[config.mk]
export PLATFORM = sky130hd
export DESIGN_NAME = instr_fetch_unit
export DESIGN_NICKNAME = d
export VERILOG_FILES = /design/src/rtl/instr_fetch_unit.sv
export SDC_FILE = /design/constraint.sdc
export NUM_CORES = 1
export LEC_CHECK = 0
export CORE_MARGIN = 5
export CORE_UTILIZATION = 43
export DETAILED_ROUTE_END_ITERATION = 6
export GPL_TIMING_DRIVEN = 0
export MAX_ROUTING_LAYER = met4
export PLACE_DENSITY_LB_ADDON = 0.3
export SYNTH_ARGS = -nofsm -noshare
export SYNTH_HDL_FRONTEND = slang
export SYNTH_SLANG_ARGS = --single-unit
[constraint.sdc]
create_clock -name Clk -period 1.8 [get_ports Clk]
set_input_delay 0.36 -clock Clk [delete_from_list [all_inputs] [get_ports Clk]]
set_output_delay 0.36 -clock Clk [all_outputs]
set_load 0.01 [all_outputs]
[src/rtl/instr_fetch_unit.sv]
// Fetches 1/2-byte instructions from a synchronous ROM and presents them to the decoder, driving PC inc/load.
// Latency: ADDR→valid in 2 cycles (1-byte) or 4 cycles (2-byte); no prefetch.
// Backpressure: OUT holds fields and the PC until instr_ready; a jump reloads the PC on the accept cycle.
module instr_fetch_unit #(
   parameter int OPERAND_FLAG_BIT = 7,
   parameter int COUNT_W          = 16
) (
   input  logic               Clk,
   input  logic               Rst,
   input  logic [7:0]         ROM_address,
   input  logic [7:0]         rom_data,
   output logic               pc_inc,
   output logic               pc_load,
   output logic [7:0]         pc_target,
   output logic [7:0]         instr_opcode,
   output logic [7:0]         instr_operand,
   output logic [7:0]         instr_pc,
   output logic               instr_valid,
   input  logic               instr_ready,
   input  logic               jump_req,
   input  logic [7:0]         jump_target,
   output logic [COUNT_W-1:0] fetch_count
);

   typedef enum logic [2:0] {BOOT, ADDR, OP, ADDR2, ARG, OUT} state_t;

   typedef struct packed {
      logic [7:0] pc;
      logic [7:0] opcode;
      logic [7:0] operand;
   } instr_t;

   state_t state, state_nxt;
   instr_t instr_q;

   always_comb begin
      state_nxt = state;
      pc_inc    = 1'b0;
      pc_load   = 1'b0;
      pc_target = 8'h00;
      case (state)
         BOOT: begin
            pc_load   = 1'b1;
            state_nxt = ADDR;
         end
         ADDR:  state_nxt = OP;
         OP: begin
            pc_inc    = 1'b1;
            state_nxt = rom_data[OPERAND_FLAG_BIT] ? ADDR2 : OUT;
         end
         ADDR2: state_nxt = ARG;
         ARG: begin
            pc_inc    = 1'b1;
            state_nxt = OUT;
         end
         OUT: begin
            // Jump only counts on the accept cycle, so the PC never moves while held.
            if (instr_ready) begin
               state_nxt = ADDR;
               if (jump_req) begin
                  pc_load   = 1'b1;
                  pc_target = jump_target;
               end
            end
         end
         default: state_nxt = BOOT;
      endcase
   end

   always_ff @(posedge Clk) begin
      if (Rst) begin
         state       <= BOOT;
         instr_q     <= '0;
         instr_valid <= 1'b0;
         fetch_count <= '0;
      end else begin
         state       <= state_nxt;
         instr_valid <= (state_nxt == OUT);
         if (instr_valid && instr_ready)
            fetch_count <= fetch_count + COUNT_W'(1);
         case (state)
            ADDR: instr_q.pc <= ROM_address;
            OP: begin
               instr_q.opcode <= rom_data;
               if (!rom_data[OPERAND_FLAG_BIT])
                  instr_q.operand <= 8'h00;
            end
            ARG: instr_q.operand <= rom_data;
            default: ;
         endcase
      end
   end

   assign instr_pc      = instr_q.pc;
   assign instr_opcode  = instr_q.opcode;
   assign instr_operand = instr_q.operand;

endmodule

* Yosys cells after proc, flatten, opt, wreduce, memory -nomap -nowiden *
Cells that the tools add are included.
W data, S select, Z words.

word-level totals
  word-level logic and storage cells = 31
  register bits after elaboration = 44
  output and inout port bits = 51

operators by class
  mux-type cells = 12
  add/sub/neg operators = 1
  reduce and logical (&&, ||, !) cells = 5
  equal/unequal tests = 7

operator list
  kind                     count
  $mux W8                  4
  $pmux W3 S6              1
  $add A16 B1 Y16 const B  1
  $pmux W8 S2              1
  $eq A3 B3 Y1 const B     3
  $eq A3 B2 Y1 const B     2
  $mux W3                  2
  $eq A3 B1 Y1 const B     1
  $logic_not A3 Y1         1
  $mux W1                  3
  $ne A2 B2 Y1 const B     1
  $pmux W1 S2              1
  $reduce_and A2 Y1        1
  $reduce_bool A2 Y1       1
  $reduce_or A2 Y1         1
  $logic_and A1 B1 Y1      1

* Longest topological paths before layout *
Gate-level depths: netlist of run 1.

  depth in word-level cells = 3
  gate-level depth with buffers = 5
  mapped depth without buffers = 5

* Worst setup path after synthesis of run 1 *
No wires, ideal clock.

  path kind = register -> output
  start = reg state[2]
  end = out pc_load
  required time = 1.440 ns
  arrival = 1.149 ns
  cell stages (with the launch flop) = 6
  slack = 0.291 ns
  cells stage by stage = dfxtp_1 buf_4 nor2b_1 and4_1 buf_2 or2_1

between the ends
  word-level cells in the longest chain between the ends = 2
  elaborated cells on any way between the ends = 3

ends and longest elaborated chain
  element                                                  RTL line  text
  from (decl)                                              33        state_t state, state_nxt;
  from (signal assigned)                                   77        state <= state_nxt;
  $eq A3 B3 Y1 / $logic_not A3 Y1 (equally long branches)  41        case (state)
  $pmux W1 S2 (*)                                          41
  to (decl)                                                13        output logic pc_load,

Every way passes the cells marked *; elsewhere a longest branch is shown, timed or not.

* Final worst setup path of run 1 *
Ends and elaborated chain as after synthesis.

==> results of run 1 <==
-- cell type report --
| type | count | area [um2] |
|---|---|---|
| Clock buffer | 5 | 68.8 |
| Timing Repair Buffer | 87 | 800 |
| Tap cell | 52 | 65.1 |
| Clock inverter | 3 | 90.1 |
| Buffer | 9 | 55.1 |
| Multi-Input combinational cell | 145 | 1000 |
| Sequential cell | 44 | 886 |
| Inverter | 5 | 18.8 |
| Fill cell | 362 | 1400 |
-- power groups by stage --
stage	clock network (mW)	registers [mW]	logic, mW
floorplan	0	1.08	0.169
global placement	0	1.06	0.364
detailed placement	0	1.06	0.369
CTS	1.05	1.04	0.383
global route	1.09	1.05	0.406
finish	1.04	1.04	0.377
-- state kept, by name, indices dropped and copies added (netlist names) --
name           cells
fetch_count       16
instr_opcode       8
instr_operand      8
instr_pc           8
instr_valid        1
state              3
-- critical path, delay by kind of cell, from the launching register on --
family	cells	cell delay, ns
buffers and inverters	2	0.26
flip-flops	1	0.36
AND/OR/NAND/NOR	3	0.49
-- metal layers --
metal,track usage (%),routed length [um],up-vias
li1,-,-,875
met1,19.5,2220,822
met2,27.7,2370,52
met3,5.15,301,10
met4,8.08,112,0
met5,-,0,-
-- worst min path at each step --
| stage | start | end | slack, ns |
|---|---|---|---|
| final | instr_pc[1] | instr_pc[1] | 0.50 |
| after floorplan | rom_data[0] | instr_opcode[0] | 0.51 |
| after global placement | instr_pc[4] | instr_pc[4] | 0.47 |
| after CTS | instr_pc[5] | instr_pc[5] | 0.51 |
| after global routing | fetch_count[1] | fetch_count[1] | 0.53 |
| after detailed placement | instr_pc[5] | instr_pc[5] | 0.49 |
-- logic make-up after synthesis --
family / count (synthesis) / share of synthesized area [%]
DFF: 44 / 45.3
buffers and inverters: 16 / 4.44
and+or+nand+nor: 95 / 27.5
xor gates and xnor gates: 9 / 4.05
AOI/OAI and AO/OA: 21 / 7.72
muxes: 19 / 10.4
adders and majority gates: 1 / 0.643
-- layout by cell type (no fill, tap or decap), types with 2 or more instances in the layout --
cell type        count
xnor2_1              7
buf_6                3
clkdlybuf4s50_1     66
nor4_2               4
buf_1                2
nand2b_1             2
clkbuf_1             2
dlygate4sd2_1        2
buf_4                9
mux2_4               2
or2_1                2
inv_1                5
nor2_1              42
and2_1               7
mux2i_1             16
bufinv_16            3
nor3_1               4
nor2b_1              3
nand3_1              7
xor2_1               2
a21oi_1              6
nor3b_1              2
a22oi_1              7
dfxtp_1             42
buf_2               12
nand2_1              7
clkbuf_8             5
-- repair_timing --
action                                  in CTS  in global routing
cloned                                       1                  0
endpoints found under the setup margin      10                  9
gates resized for setup                     50                  3
setup buffers                                7                  1
hold buffers                                 0                  0
pin swaps                                    2                  4
endpoints found under the hold margin        0                  0
-- metrics by stage --
stage / std cells / TNS [ns]
after floorplan: 205 / 0
after global placement: 335 / -7.71
after detailed placement: 335 / -8.47
after CTS: 350 / 0
after global routing: 350 / -0.0337
final: 350 / 0
==> flow_summary.toml, run 1 <==
[logic_synthesis]
syn_nets = 234
ys_top_cells_by_area = "dfxtp_1, mux2i_1, nor2_1"
ys_ff_latch = 44
yosys.cell_count.top_type = "dfxtp_1"
yosys_warnings = 0
ys.flop_type = "dfxtp_1"
synth_edf_count = 0
synthArstFlopShare_pct = 0
ys_seq_area_share_pct = 45.3
yosys-top-cells-count = "dfxtp_1, nor2_1, mux2i_1"
syn-instance-count = 205
synth_largest_area_cell = "dfxtp_1"
ys_types = 44
avgSynthCellArea_um2 = 9.49
synth_area_um2 = 1950
synth_top_cell_area_share_pct = 45.3

[drt]
dr.first_iter.drc_count = 56
first_pass_iters = 4
post-route-drc-count = 0
routed_wl_um = 5010
wl_per_cell_um = 14.3
ant_nets = 0
routed_via_density = 5.03
route.vias.total = 1759

[clock_network]
cts_tree = "yes"
cts.path.max_buffers = 2
cts_htree_levels = 2
clk_latency_ns = 0.30
clkTransAtPathRegs_ns = 0.08
root_buffer = "clkbuf_8"
cts_sinks = 44
cts_buffers = 5

[worst_setup_path]
crit_path_start = "state[2]"
cp.required_ns = 1.44
max_stage_delay_ns = 0.36
r2r_slack_ns = 0.28
critPathSlowestCell = "dfxtp_4"
start_kind = "flip-flop"
critical_path_class = "flip-flop to primary output"
regToRegEndpoint = "fetch_count[11]"
critPathCapture = "pc_load"
ff2ff_path_depth = 4
crit_chain = "nor2b_4, and4_1, buf_6, or2_1, buf_2"
endpoint_kind = "primary output"
cp.arrival_ns = 1.41
critical_path.max_fanout = 5
r2r-start = "fetch_count[2]"

[power]
ir_worst_vdd_v = 0.000652
p_sw_mw = 0.534
seqPwrFrac_pct = 42.5
comb_power_share_pct = 15.4
total_power_mw = 2.46
p_leak_nw = 1.11
switching_share_pct = 21.8
clkPwrFrac_pct = 42.2
p_per_area_nw_per_um2 = 823
cellInternalPower_mw = 1.92

[global_routing]
antenna_found_initial = 0
grt_pass1_vias = 1793
grt_usage_pct = 17.2
grt_pass1_wl_um = 8240
grt_overflow = 0
grt_max_degree = 15

[place]
routabilityCongestion = 0.792
placedInstanceArea_um2 = 2790
io_buffers = 78
hpwl_um = 3510
place_ws_ns = -0.586

[layout]
drive_gt1_share_pct = 17.4
diodes = 0
syn2layout_area_growth_pct = 53.3
fin_area_um2 = 2980
fin_util_pct = 68.0
nNetsFinal = 326

[sta]
hold_ws_ns = 0.500
final_hold_viol_count = 0
post-route-period-util_pct = 98.2
setup_viol = 0
fin_skew_ns = 0.00569
fmax_ghz = 0.565
period_minus_slack_ns = 1.77
rsz0062_at_grt = "yes"
fin_ws_ns = 0.0316
maxSlewHeadroom_pct = 61.4
worstMarginPinSlew_ns = 0.577
finalMaxSlewViolations = 0

[worst_hold_path]
hp-class = "flip-flop to flip-flop"
whs_path_depth = 2

[die]
die_h_um = 77.3
fp.coreArea_um2 = 4380
die_w_um = 77.3
ioPinCount = 79
start_util_pct = 44.4
rows = 24
die_area_um2 = 5970

[flow_run]
drv_cap = 0

[status]
status = "completed"
Note: power is estimated with default switching activity, not from simulation.
==> inputs of run 2 (changes only) <==
- CAP_MARGIN: unset -> 40
==> results of run 2 <==
The final DEF is identical to that of run 1; final timing and power are the same.
==> inputs of run 3 (changes only) <==
- CORE_UTILIZATION: 43 -> 39
- clock period: 1.8 -> 1.6 ns (I/O delays scaled with it)
==> run 3 against run 2 <==
Net effect:
- the run now ends with negative setup slack left
- combinational power grew 20%
- largest power group unchanged
- global-route usage increased by 0.61 points
- largest cell class unchanged
- via count rose by 1.0%
- clock power fell by 36%
- critical path depth is the same
==> flow_summary.toml, run 3 (synthesis results as in run 1) <==
[clock_network]
root_buffer = "clkbuf_8"
cts.hold.buffers_added = 0
clk_latency_ns = 0.29
cts_htree_levels = 2
cts_tree = "yes"
cts_sinks = 44
cts.path.max_buffers = 2
cts_buffers = 5
clkTransAtPathRegs_ns = 0.08

[worst_hold_path]
hp-class = "flip-flop to flip-flop"

[layout]
layout_common_cells = "clkdlybuf4s50_1, nor2_1, dfxtp_1, mux2i_1, dfxtp_2"
final_common_cell = "clkdlybuf4s50_1"
final.fill_count = 428
largest-register = "fetch_count"
drive_gt1_share_pct = 26.1
syn2layout_area_growth_pct = 57.0
largest_reg_flops = 16
nNetsFinal = 328
fin_area_um2 = 3050
diodes = 0

[global_routing]
grt_pass1_wl_um = 8850
grt_overflow = 0
grt_usage_pct = 17.8
grt_max_degree = 13
met2_usage_pct = 30.3
met3_usage_pct = 4.37
antenna_found_initial = 0
top_usage_layer = "met2"
grt_pass1_vias = 1919
gr-usage-met1_pct = 19.7

[flow_run]
drv_cap = 0

[drt]
dr.first_iter.drc_count = 90
routed_via_density = 4.86
route.vias.total = 1777
wl_per_cell_um = 14.1
post-route-drc-count = 0
first_pass_iters = 4
ant_nets = 0
routed_wl_um = 5180

[worst_setup_path]
critical_path_class = "input pin to primary output"
start_kind = "input pin"
critical_path.top_delay_family = "buffers and inverters"
cp.required_ns = 1.28
critPathSlowestCell = "clkdlybuf4s50_1"
endpoint_kind = "primary output"
critical_path.max_fanout = 5
max_stage_delay_ns = 0.40
cp.arrival_ns = 1.37
crit_chain = "clkdlybuf4s50_1, and4_4, buf_6, or2_1, buf_2"
worst-path-buf-inv = 3

[sta]
fin_ws_ns = -0.0925
worstMarginPinSlew_ns = 0.410
fmax_ghz = 0.591
hold_ws_ns = 0.490
setup_viol = 10
rsz0062_at_grt = "yes"
post-route-period-util_pct = 106
finalMaxSlewViolations = 0
period_minus_slack_ns = 1.69
maxSlewHeadroom_pct = 72.7
final_hold_viol_count = 0
fin_skew_ns = 0.00488

[die]
die_w_um = 80.6
die_area_um2 = 6500
die_h_um = 80.6
ioPinCount = 79
start_util_pct = 40.7
rows = 25
fp.coreArea_um2 = 4790

[power]
switching_share_pct = 26.0
ir_worst_vdd_v = 0.000654
seqPwrFrac_pct = 51.2
total_power_mw = 2.30
p_sw_mw = 0.597
p_leak_nw = 1.22
comb_power_share_pct = 19.8
cellInternalPower_mw = 1.70
p_per_area_nw_per_um2 = 752
clkPwrFrac_pct = 29.1

[place]
routabilityCongestion = 0.761
io_buffers = 78
hpwl_um = 3720
placedInstanceArea_um2 = 2810

[status]
violations = "negative setup slack"
status = "finished with violations"
run 3: changes by cell type in the layout (fill, tap and decap cells not counted), moves of 8 or more:
| cell | before | now |
|---|---|---|
| dfxtp_1 | 42 | 29 |
| dfxtp_2 | 1 | 14 |
| buf_6 | 3 | 11 |
| buf_2 | 12 | 3 |
run 3: power by group through the flow:
| stage | Combinational (mW) | Clock [mW] | Sequential (mW) |
|---|---|---|---|
| floorplan | 0.190 | 0 | 1.21 |
| global route | 0.493 | 0.731 | 1.18 |
| global placement | 0.410 | 0 | 1.19 |
| detailed placement | 0.418 | 0 | 1.19 |
| finish | 0.454 | 0.668 | 1.18 |
| CTS | 0.443 | 0.678 | 1.17 |
run 3: worst reg2reg max path, stage by stage, from the launching register on:
cell and delay (ns):
dfxtp_1 0.37, ha_1 0.23, nand4_4 0.18, nor3_1 0.31, a21oi_1 0.11, a31o_1 0.18
run 3: metrics by stage:
step                util, %  setup slack (ns)  TNS (ns)  instances
floorplan                 -             0.131         0        205
global placement       58.7            -0.710    -15.16        350
detailed placement     58.7            -0.725    -16.39        350
CTS                    62.0            -0.144     -1.26        366
global route           63.8            -0.175     -1.39        366
finish                 63.8           -0.0925    -0.588        366
run 3: repair_timing:
item	CTS	global route
endpoints found under the setup margin	22	40
cloned	1	0
gates resized for setup	65	31
pin swaps	11	3
buffers inserted	9	1
run 3: layer usage:
layer  share of wire (%)  wire (um)
met4                 2.0        106
met5                   0          0
met3                 6.8        350
met1                  42       2190
met2                  49       2530
run 3: path summary, 6_finish.rpt:
| path | startpoint | to | slack [ns] | depth (start not counted) |
|---|---|---|---|---|
| min | fetch_count[1] | fetch_count[1] | 0.49 | 2 |
| max | jump_req | pc_load | -0.09 | 5 |
| min reg2reg | fetch_count[1] | fetch_count[1] | 0.49 | 2 |
| max reg2reg | fetch_count[1] | fetch_count[14] | 0.12 | 5 |
run 3: final cells by class:
cell class	instances	area [um2]	area share (%)
buffer	9	61.3	2.01
clock buffer	6	72.6	2.38
clock inverter	1	5.00	0.164
inverter	5	18.8	0.615
multi-input combinational	145	1030	33.7
sequential	44	902	29.5
tap	67	83.8	2.74
timing repair buffer	89	881	28.8
